===== src/rtl/pid_loop_sequencer_if.sv =====
// Handshake bundle between the loop sequencer and its neighbours:
// the SPI ADC front end, the error stage, the PID arithmetic and the
// output driver. The sequencer side uses the master modport.
interface pid_loop_sequencer_if #(
  parameter int ADC_WIDTH = 8
);
  logic                 adc_start;
  logic                 adc_done;
  logic [ADC_WIDTH-1:0] adc_data;
  logic [ADC_WIDTH-1:0] cur_vd;
  logic                 calc_error;
  logic                 pid_start;
  logic                 pid_done;
  logic                 dac_load;

  modport master (
    output adc_start, cur_vd, calc_error, pid_start, dac_load,
    input  adc_done, adc_data, pid_done
  );

  modport slave (
    input  adc_start, cur_vd, calc_error, pid_start, dac_load,
    output adc_done, adc_data, pid_done
  );
endinterface


===== src/rtl/pid_loop_sequencer.sv =====
// PID loop sequencer: on every sample-period tick runs one control
// iteration (ADC request, sample capture, error strobe, PID handshake,
// DAC/PWM load) and flags overruns and ADC timeouts. All outputs are
// registered; pulse outputs are computed from the next state so that
// each one is high exactly while the FSM sits in the matching state.
module pid_loop_sequencer #(
  parameter int ADC_WIDTH     = 8,
  parameter int PERIOD_CYCLES = 1000,
  parameter int ADC_TIMEOUT   = 256,
  parameter int CNT_WIDTH     = 16
) (
  input  logic                 clk,
  input  logic                 rst,
  input  logic                 enable,
  input  logic                 clr_flags,
  pid_loop_sequencer_if.master bus,
  output logic                 busy,
  output logic                 overrun,
  output logic                 adc_timeout,
  output logic [CNT_WIDTH-1:0] sample_count
);

  localparam int PW = $clog2(PERIOD_CYCLES);
  localparam int TW = $clog2(ADC_TIMEOUT);
  localparam logic [PW-1:0] PERIOD_LAST = PW'(PERIOD_CYCLES - 1);
  // The wait counter starts at 0 in the first ADC_WAIT cycle; aborting
  // on value ADC_TIMEOUT-2 makes the flag appear exactly ADC_TIMEOUT
  // cycles after the adc_start pulse.
  localparam logic [TW-1:0] WAIT_LAST = TW'(ADC_TIMEOUT - 2);

  typedef enum logic [2:0] {
    IDLE, ADC_REQ, ADC_WAIT, ERR, PID_REQ, PID_WAIT, DAC
  } state_t;

  state_t               state;
  state_t               next_state;
  logic [PW-1:0]        period_cnt;
  logic [TW-1:0]        wait_cnt;
  logic                 tick;
  logic                 capture;
  logic                 timeout_hit;
  logic [ADC_WIDTH-1:0] sample_in;

  assign tick      = enable && (period_cnt == PERIOD_LAST);
  assign sample_in = bus.adc_data;

  // Sample-period counter, parked at zero while the loop is disabled.
  always_ff @(posedge clk) begin
    if (rst || !enable || tick) begin
      period_cnt <= '0;
    end else begin
      period_cnt <= period_cnt + PW'(1);
    end
  end

  // FSM state register.
  always_ff @(posedge clk) begin
    if (rst) begin
      state <= IDLE;
    end else begin
      state <= next_state;
    end
  end

  // Next-state logic plus the capture and timeout decisions.
  always_comb begin
    next_state  = state;
    capture     = 1'b0;
    timeout_hit = 1'b0;
    case (state)
      IDLE:     if (tick) next_state = ADC_REQ;
      ADC_REQ:  next_state = ADC_WAIT;
      ADC_WAIT: begin
        if (bus.adc_done) begin
          capture    = 1'b1;
          next_state = ERR;
        end else if (wait_cnt == WAIT_LAST) begin
          timeout_hit = 1'b1;
          next_state  = IDLE;
        end
      end
      ERR:      next_state = PID_REQ;
      PID_REQ:  next_state = PID_WAIT;
      PID_WAIT: if (bus.pid_done) next_state = DAC;
      DAC:      next_state = IDLE;
      default:  next_state = IDLE;
    endcase
  end

  // ADC wait counter, cleared while the conversion request is out.
  always_ff @(posedge clk) begin
    if (rst || state == ADC_REQ) begin
      wait_cnt <= '0;
    end else if (state == ADC_WAIT) begin
      wait_cnt <= wait_cnt + TW'(1);
    end
  end

  // Registered pulses, busy, captured sample and iteration count.
  always_ff @(posedge clk) begin
    if (rst) begin
      bus.adc_start  <= 1'b0;
      bus.calc_error <= 1'b0;
      bus.pid_start  <= 1'b0;
      bus.dac_load   <= 1'b0;
      bus.cur_vd     <= '0;
      busy           <= 1'b0;
      sample_count   <= '0;
    end else begin
      bus.adc_start  <= (next_state == ADC_REQ);
      bus.calc_error <= (next_state == ERR);
      bus.pid_start  <= (next_state == PID_REQ);
      bus.dac_load   <= (next_state == DAC);
      busy           <= (next_state != IDLE);
      if (capture) begin
        bus.cur_vd <= sample_in;
      end
      if (next_state == DAC) begin
        sample_count <= sample_count + CNT_WIDTH'(1);
      end
    end
  end

  // Sticky status flags; a new event beats a simultaneous clear.
  always_ff @(posedge clk) begin
    if (rst) begin
      overrun     <= 1'b0;
      adc_timeout <= 1'b0;
    end else begin
      if (tick && state != IDLE) begin
        overrun <= 1'b1;
      end else if (clr_flags) begin
        overrun <= 1'b0;
      end
      if (timeout_hit) begin
        adc_timeout <= 1'b1;
      end else if (clr_flags) begin
        adc_timeout <= 1'b0;
      end
    end
  end

endmodule


===== src/flat_wrapper.sv =====
// flat-port wrapper written by rule: the top's interface ports become plain ports
module pid_loop_sequencer_flat 
#(
  parameter int ADC_WIDTH     = 8,
  parameter int PERIOD_CYCLES = 1000,
  parameter int ADC_TIMEOUT   = 256,
  parameter int CNT_WIDTH     = 16
)
  (clk, rst, enable, clr_flags, busy, overrun, adc_timeout, sample_count, bus_adc_start, bus_cur_vd, bus_calc_error, bus_pid_start, bus_dac_load, bus_adc_done, bus_adc_data, bus_pid_done);
  pid_loop_sequencer_if #(.ADC_WIDTH(ADC_WIDTH)) bus_i ();
  input  logic clk;
  input  logic rst;
  input  logic enable;
  input  logic clr_flags;
  output logic busy;
  output logic overrun;
  output logic adc_timeout;
  output logic [CNT_WIDTH-1:0] sample_count;
  output wire logic [$bits(bus_i.adc_start)-1:0] bus_adc_start;
  output wire logic [$bits(bus_i.cur_vd)-1:0] bus_cur_vd;
  output wire logic [$bits(bus_i.calc_error)-1:0] bus_calc_error;
  output wire logic [$bits(bus_i.pid_start)-1:0] bus_pid_start;
  output wire logic [$bits(bus_i.dac_load)-1:0] bus_dac_load;
  input wire logic [$bits(bus_i.adc_done)-1:0] bus_adc_done;
  input wire logic [$bits(bus_i.adc_data)-1:0] bus_adc_data;
  input wire logic [$bits(bus_i.pid_done)-1:0] bus_pid_done;
  assign bus_adc_start = bus_i.adc_start;
  assign bus_cur_vd = bus_i.cur_vd;
  assign bus_calc_error = bus_i.calc_error;
  assign bus_pid_start = bus_i.pid_start;
  assign bus_dac_load = bus_i.dac_load;
  assign bus_i.adc_done = bus_adc_done;
  assign bus_i.adc_data = bus_adc_data;
  assign bus_i.pid_done = bus_pid_done;
  pid_loop_sequencer #(.ADC_WIDTH(ADC_WIDTH), .PERIOD_CYCLES(PERIOD_CYCLES), .ADC_TIMEOUT(ADC_TIMEOUT), .CNT_WIDTH(CNT_WIDTH)) u_core (.clk(clk), .rst(rst), .enable(enable), .clr_flags(clr_flags), .bus(bus_i), .busy(busy), .overrun(overrun), .adc_timeout(adc_timeout), .sample_count(sample_count));
endmodule

===== config.mk =====
export PLATFORM = sky130hd
export DESIGN_NAME = pid_loop_sequencer_flat
export DESIGN_NICKNAME = d
export VERILOG_FILES = /design/src/rtl/pid_loop_sequencer_if.sv /design/src/rtl/pid_loop_sequencer.sv /design/src/flat_wrapper.sv
export SDC_FILE = /design/constraint.sdc
export NUM_CORES = 1
export LEC_CHECK = 0
export CAP_MARGIN = 0
export CORE_AREA = 4 4 126 68
export CTS_BUF_LIST = sky130_fd_sc_hd__clkbuf_8
export DETAILED_ROUTE_END_ITERATION = 16
export DIE_AREA = 0 0 130 72
export PLACE_DENSITY = 0.55
export SYNTH_ARGS = -nofsm -noshare
export SYNTH_HDL_FRONTEND = slang
export SYNTH_SLANG_ARGS = --single-unit

===== constraint.sdc =====
create_clock -name clk -period 2.09 [get_ports clk]
set_input_delay 0.418 -clock clk [delete_from_list [all_inputs] [get_ports clk]]
set_output_delay 0.418 -clock clk [all_outputs]
set_load 0.005 [all_outputs]

==> results.md, run 1 <==
* TritonCTS buffer count at 5
* Reg2reg start: u_core.period_cnt[0]
* Largest stage delay, worst path at 0.56 ns
* Setup repair bufs after CTS at 0
* Clk_skew at 0.00838 ns
* Final worst path period share at 84.3%
* Comb pwr share at 3.1%
* Starting Density at 28.8%
* Global-route wire length before repair at 8.22 mm
* Biggest area consumer among synthesized cells: dfxtp_1
* Initial antenna violation count at 0
* Hold Startpoint: u_core.bus.cur_vd[4]
* Critical path launch point: u_core.sample_count[6]
* Ys Warns at 0
* Io pins at 45
* Status: completed
* Post-DRT Antenna Nets at 0
* Worst path arrival time at 1.34 ns
* Yosys cell types at 37
* Fmax at 568 MHz
* HPWL Detailed at 3.63 mm
* Most frequent cells after synthesis: dfxtp_1, nor2_1, nand2_1
* CP Capture Type: output port
* Max rail drop VDD at 221 uV
* Cells resized by post-CTS repair at 0
* Avg Inst Size Synth at 8.77 um^2
* Vias in the first global route at 1709
* Period minus WS final at 1.76 ns
* Startpoint Class: register
* Clock share of power at 37.1%
* Gate Count Post-Synth at 249
* Sw frac at 20.9%
* Layout fillers at 795
* Pint at 1320 uW
* WL/cell at 12.3 um
* Share of the yosys chip area belonging to registers at 47.7%
* Async S/R FF share, synth at 0%
* Antenna diodes at 0
* Clock Tree Buf Depth at 2
* DR vias/cell at 4.57
* Cell Chain, Critical Path: clkdlybuf4s50_1
* Row Count at 23
* Number of remaining DRC errors at 0
* Crit path kind: reg -> out
* Fin Setup TNS at 0 ns
* Via count at 1804
* Worst-Margin Slew at 0.345 ns
* Post-CTS Hold Fix Bufs at 0
* Sink Count at 52
* #FFs+latches synth at 52
* Max Cap Viol at 0
* NetSw at 347 uW
* H-tree depth at 2
* Post-synth EDFFs at 0
* Buffers & Inverters on Critical Path at 1
* GP Congestion at 0.723
* Fraction of layout cells with a size suffix above 1 at 6.10%
* Relative slew margins at 77.0%
* Area growth, synth to finish at 29.6%
* Clock latency on the worst-skew pair at 0.31 ns
* CORE AREA at 7600 um^2
* Yosys top cell area share at 47.7%
* Mapped Nets at 267
* Die H at 72 um
* RSZ-0062 raised after global routing: false
* Setup violators final at 0
* GRT Residual Overflow at 0
* Leak at 0.000972 uW
* Cell family with the largest share of critical-path delay: buffers and inverters
* Horiz. Die Dim at 130 um
* Cell area after synthesis at 2180 um^2
* Power per cell area at 587 nW/um^2
* Data required, critical path at 1.67 ns
* Top-count cell post-synth: dfxtp_1
* Pre-antenna DRT Iters at 4
* CTS tree: built
* Slowest cell on crit path: clkdlybuf4s50_1
* Sequential share of power at 59.7%
* Hold crit path type: reg -> reg
* Post-Route WL at 4.86 mm
* Synth top area cells: dfxtp_1, nor2_1, xor2_1
* Initial DRC count at 73
* Total track usage at 11.2%
* Final Hold Vio Count at 0
* Main synth FF type: dfxtp_1
* Tot Pwr at 1660 uW
* Largest net degree at the start of global routing at 19
* Die area at 9360 um^2
* Worst-path clk slew at 0.09 ns
* Layout net count at 313
* Root Driver: clkbuf_8
* Worst-path maximum fanout at 4
* Buffers on Ports at 44
* Final Max Tran Viols at 0
-- power by group through the flow --
stage                     combinational [uW]  clock [uW]  sequential [uW]
after floorplan                         17.8           0             1020
after global routing                    56.8         686              994
after global placement                  53.0           0             1020
after CTS                               52.9         647              993
after detailed placement                52.7           0             1020
final                                   51.8         617              993
-- layout make-up --
type / count / area (um^2) / area share [%]
inverter: 5 / 18.8 / 0.663
clock buffer: 7 / 96.3 / 3.40
timing repair buffer: 49 / 478 / 16.9
sequential: 52 / 1040 / 36.8
tap: 100 / 125 / 4.42
multi-input combinational: 182 / 1070 / 37.8
-- layout by cell type, fill, tap and decap left out, types with 2 or more instances in the layout --
master	Yosys	layout
nor2b_1	5	5
nand3_1	9	9
nor2_1	34	34
clkdlybuf4s50_1	0	44
clkbuf_8	0	7
nor3_1	2	2
and3_1	2	2
and2_1	5	5
xnor2_1	7	7
buf_4	0	5
inv_1	5	5
dfxtp_1	52	52
a21oi_1	23	23
o21ai_0	10	10
nand2_1	28	28
or4_1	2	2
ha_1	4	4
or3_1	9	9
or3b_2	2	2
xor2_1	14	14
nand4_1	8	8
and4_1	3	3
-- state kept, by name, summed over array words and instances (netlist names) --
signal and count:
u_core.sample_count 16, u_core.period_cnt 10, u_core.bus.cur_vd 8, u_core.wait_cnt 8, u_core.state 3, u_core.adc_timeout 1
u_core.bus.adc_start 1, u_core.bus.calc_error 1, u_core.bus.dac_load 1, u_core.bus.pid_start 1, u_core.busy 1, u_core.overrun 1
-- stage by stage --
| stage | setup WS, ns | hold slack, ns | instances | instance area, um^2 | utilization [%] |
|---|---|---|---|---|---|
| 2_1_floorplan | 0.572 | 0.426 | 249 | 2180 | - |
| 3_3_place_gp | 0.0865 | 0.441 | 388 | 2730 | 36.0 |
| 3_5_place_dp | 0.0381 | 0.450 | 388 | 2730 | 36.0 |
| 4_1_cts | 0.317 | 0.466 | 395 | 2830 | 37.3 |
| 5_1_grt | 0.268 | 0.488 | 395 | 2830 | 37.3 |
| 6_report | 0.329 | 0.462 | 395 | 2830 | 37.3 |
-- path summary, 6_finish.rpt --
path / endpoint / slack, ns / cells after the start
setup / recovery: sample_count[6] / 0.33 / 1
hold / removal: u_core.bus.cur_vd[4] / 0.46 / 2
setup reg to reg: u_core.state[0] / 0.42 / 5
hold reg to reg: u_core.bus.cur_vd[4] / 0.46 / 2
-- cell families after synthesis --
kind of cell | after synthesis | share of synthesized area (%)
simple gates | 120 | 29.3
compound gates | 36 | 8.53
xor+xnor | 21 | 8.42
flops | 52 | 47.7
mux | 1 | 0.458
buf+inv | 15 | 3.32
fa+ha+maj | 4 | 2.29
-- routing by layer --
| layer | routed length [um] | vias up | share of wire [%] | GRT usage [%] |
|---|---|---|---|---|
| met4 | 72 | 0 | 1.5 | 3.46 |
| li1 | - | 937 | - | - |
| met1 | 2600 | 820 | 54 | 16.0 |
| met2 | 1880 | 41 | 39 | 15.3 |
| met3 | 297 | 6 | 6.1 | 4.56 |
| met5 | 0 | - | 0 | 0 |
Note: power is estimated with default switching activity, not from simulation.
==> inputs of run 2 (changes only) <==
==> constraint.sdc (replaced) <==
create_clock -name clk -period 1.75 [get_ports clk]
set_input_delay 0.35 -clock clk [delete_from_list [all_inputs] [get_ports clk]]
set_output_delay 0.35 -clock clk [all_outputs]
set_load 0.005 [all_outputs]
==> results.md, run 2 (synthesis results as in run 1) <==
* WHS Path Cells at 2
* Worst-path clk slew at 0.10 ns
* Setup WS pre-CTS at -0.207 ns
* CTS tree: built
* Global-route wire length before repair at 8.16 mm
* Sw frac at 21.5%
* Commonest cells after routing, fill and taps aside: dfxtp_1, clkdlybuf4s50_1, nor2_1
* Gr busiest metal: met1
* Hold crit path type: reg -> reg
* Die area at 9360 um^2
* Met2 GRT Util at 14.5%
* Via count at 1809
* Most common cell after layout, fill and taps aside: dfxtp_1
* Die H at 72 um
* Startpoint Class: register
* Number of remaining DRC errors at 0
* GRT Residual Overflow at 0
* Layout net count at 323
* FF-to-FF End: u_core.state[0]
* Cell Chain, Critical Path: clkdlybuf4s50_1
* CORE AREA at 7600 um^2
* Post-Route WL at 4.97 mm
* Critical path launch point: u_core.sample_count[6]
* Sequential share of power at 60.8%
* Final Worst Setup Slack at 0.0511 ns
* Setup violators final at 0
* Initial antenna violation count at 0
* R2r setup slk at 0.15 ns
* Vias in the first global route at 1639
* Starting Density at 28.8%
* Largest stage delay, worst path at 0.56 ns
* Pre-antenna DRT Iters at 4
* Reg2reg start: u_core.period_cnt[1]
* R2r worst-path depth at 5
* Hold path endpoint: u_core.bus.cur_vd[5]
* Leak at 0.00103 uW
* Comb pwr share at 3.3%
* Status: completed
* Max rail drop VDD at 299 uV
* Row Count at 23
* Clock share of power at 35.9%
* Design Area, Final at 2900 um^2
* Worst-path maximum fanout at 4
* GP Congestion at 0.721
* Clock latency on the worst-skew pair at 0.31 ns
* Post-DRT Antenna Nets at 0
* Horiz. Die Dim at 130 um
* Worst-Margin Slew at 0.333 ns
* Data required, critical path at 1.40 ns
* NetSw at 419 uW
* Area growth, synth to finish at 32.8%
* HPWL Detailed at 3.73 mm
* Fraction of layout cells with a size suffix above 1 at 9.48%
* Clock Tree Buf Depth at 2
* Final worst path period share at 97.1%
* Antenna diodes at 0
* DR vias/cell at 4.46
* M1 GR Usage at 16.4%
* Largest net degree at the start of global routing at 31
* Final Hold Vio Count at 0
* Final Max Tran Viols at 0
* Period minus WS final at 1.70 ns
* H-tree depth at 2
* Max Cap Viol at 0
* Placed Area at 2810 um^2
* Power per cell area at 672 nW/um^2
* Buffers on Ports at 44
* Root Driver: clkbuf_8
* Clk_skew at 0.0145 ns
* Cell family with the largest share of critical-path delay: buffers and inverters
* Total track usage at 11.1%
* Biggest regs: u_core.sample_count (16), u_core.period_cnt (10)
* Hold Startpoint: u_core.bus.cur_vd[5]
* Crit path kind: reg -> out
* Worst path arrival time at 1.35 ns
* M3 GR Usage at 4.71%
* Initial DRC count at 77
* Buffers & Inverters on Critical Path at 1
* CP Capture Type: output port
* Io pins at 45
* Relative slew margins at 77.7%
* Max reg flops at 16
* TritonCTS buffer count at 5
* Slowest cell on crit path: clkdlybuf4s50_1
* Sink Count at 52
* Pint at 1530 uW
* Fmax at 589 MHz
* WL/cell at 12.2 um
* Largest Register: u_core.sample_count
==> run 2: changes by cell type in the layout (fill, tap and decap cells not counted), sizes merged <==
| cell | delta |
|---|---|
| clkbuf | -1 |
| buf | +10 |
| inv | +2 |
==> run 2: worst max-delay path by stage <==
stage                               to  slack, ns  depth (start not counted)
2_1_floorplan          u_core.state[0]       0.23                          5
3_3_place_gp   u_core.sample_count[14]      -0.16                          5
3_5_place_dp   u_core.sample_count[15]      -0.21                          5
4_1_cts                sample_count[6]       0.05                          1
5_1_grt                sample_count[6]     -0.002                          1
6_report               sample_count[6]       0.05                          1
==> run 2: area by class of cell <==
type / instances / area, um^2
inverters: 5 / 18.8
flip-flops and latches: 52 / 1040
well taps: 100 / 125
clock buffers: 6 / 82.6
fillers: 809 / 4700
clock inverters: 2 / 7.51
repair buffers: 59 / 553
multi-input cells: 182 / 1070
==> run 2: per-layer routing <==
metal  vias to the layer above  part of all wire (%)  routed length (um)
met3                         7                   6.5                 324
met1                       802                    55                2760
li1                        962                     -                   -
met5                         -                     0                   0
met4                         0                  0.93                  46
met2                        38                    37                1840
==> run 2: power by group through the flow <==
stage | Clock, uW | Sequential (uW) | Combinational, uW
after CTS | 735 | 1190 | 65.8
after global placement | 0 | 1210 | 66.2
after floorplan | 0 | 1210 | 21.3
after global routing | 779 | 1190 | 71.5
final | 700 | 1190 | 64.9
after detailed placement | 0 | 1210 | 65.4
==> run 2: repair_timing <==
item / in CTS / in global routing
resized for setup: 0 / 2
setup buffers: 0 / 0
setup endpoints to repair: 0 / 1
hold buffers: 0 / 0
==> run 2: stage by stage <==
step / setup TNS (ns) / power, uW / instances / util, % / hold WS, ns
2_1_floorplan: 0 / 1230 / 249 / - / 0.426
3_3_place_gp: -1.55 / 1280 / 398 / 37.0 / 0.441
3_5_place_dp: -2.37 / 1280 / 398 / 37.0 / 0.445
4_1_cts: 0 / 1990 / 406 / 38.2 / 0.458
5_1_grt: -0.00203 / 2040 / 406 / 38.2 / 0.475
6_report: 0 / 1950 / 406 / 38.2 / 0.456
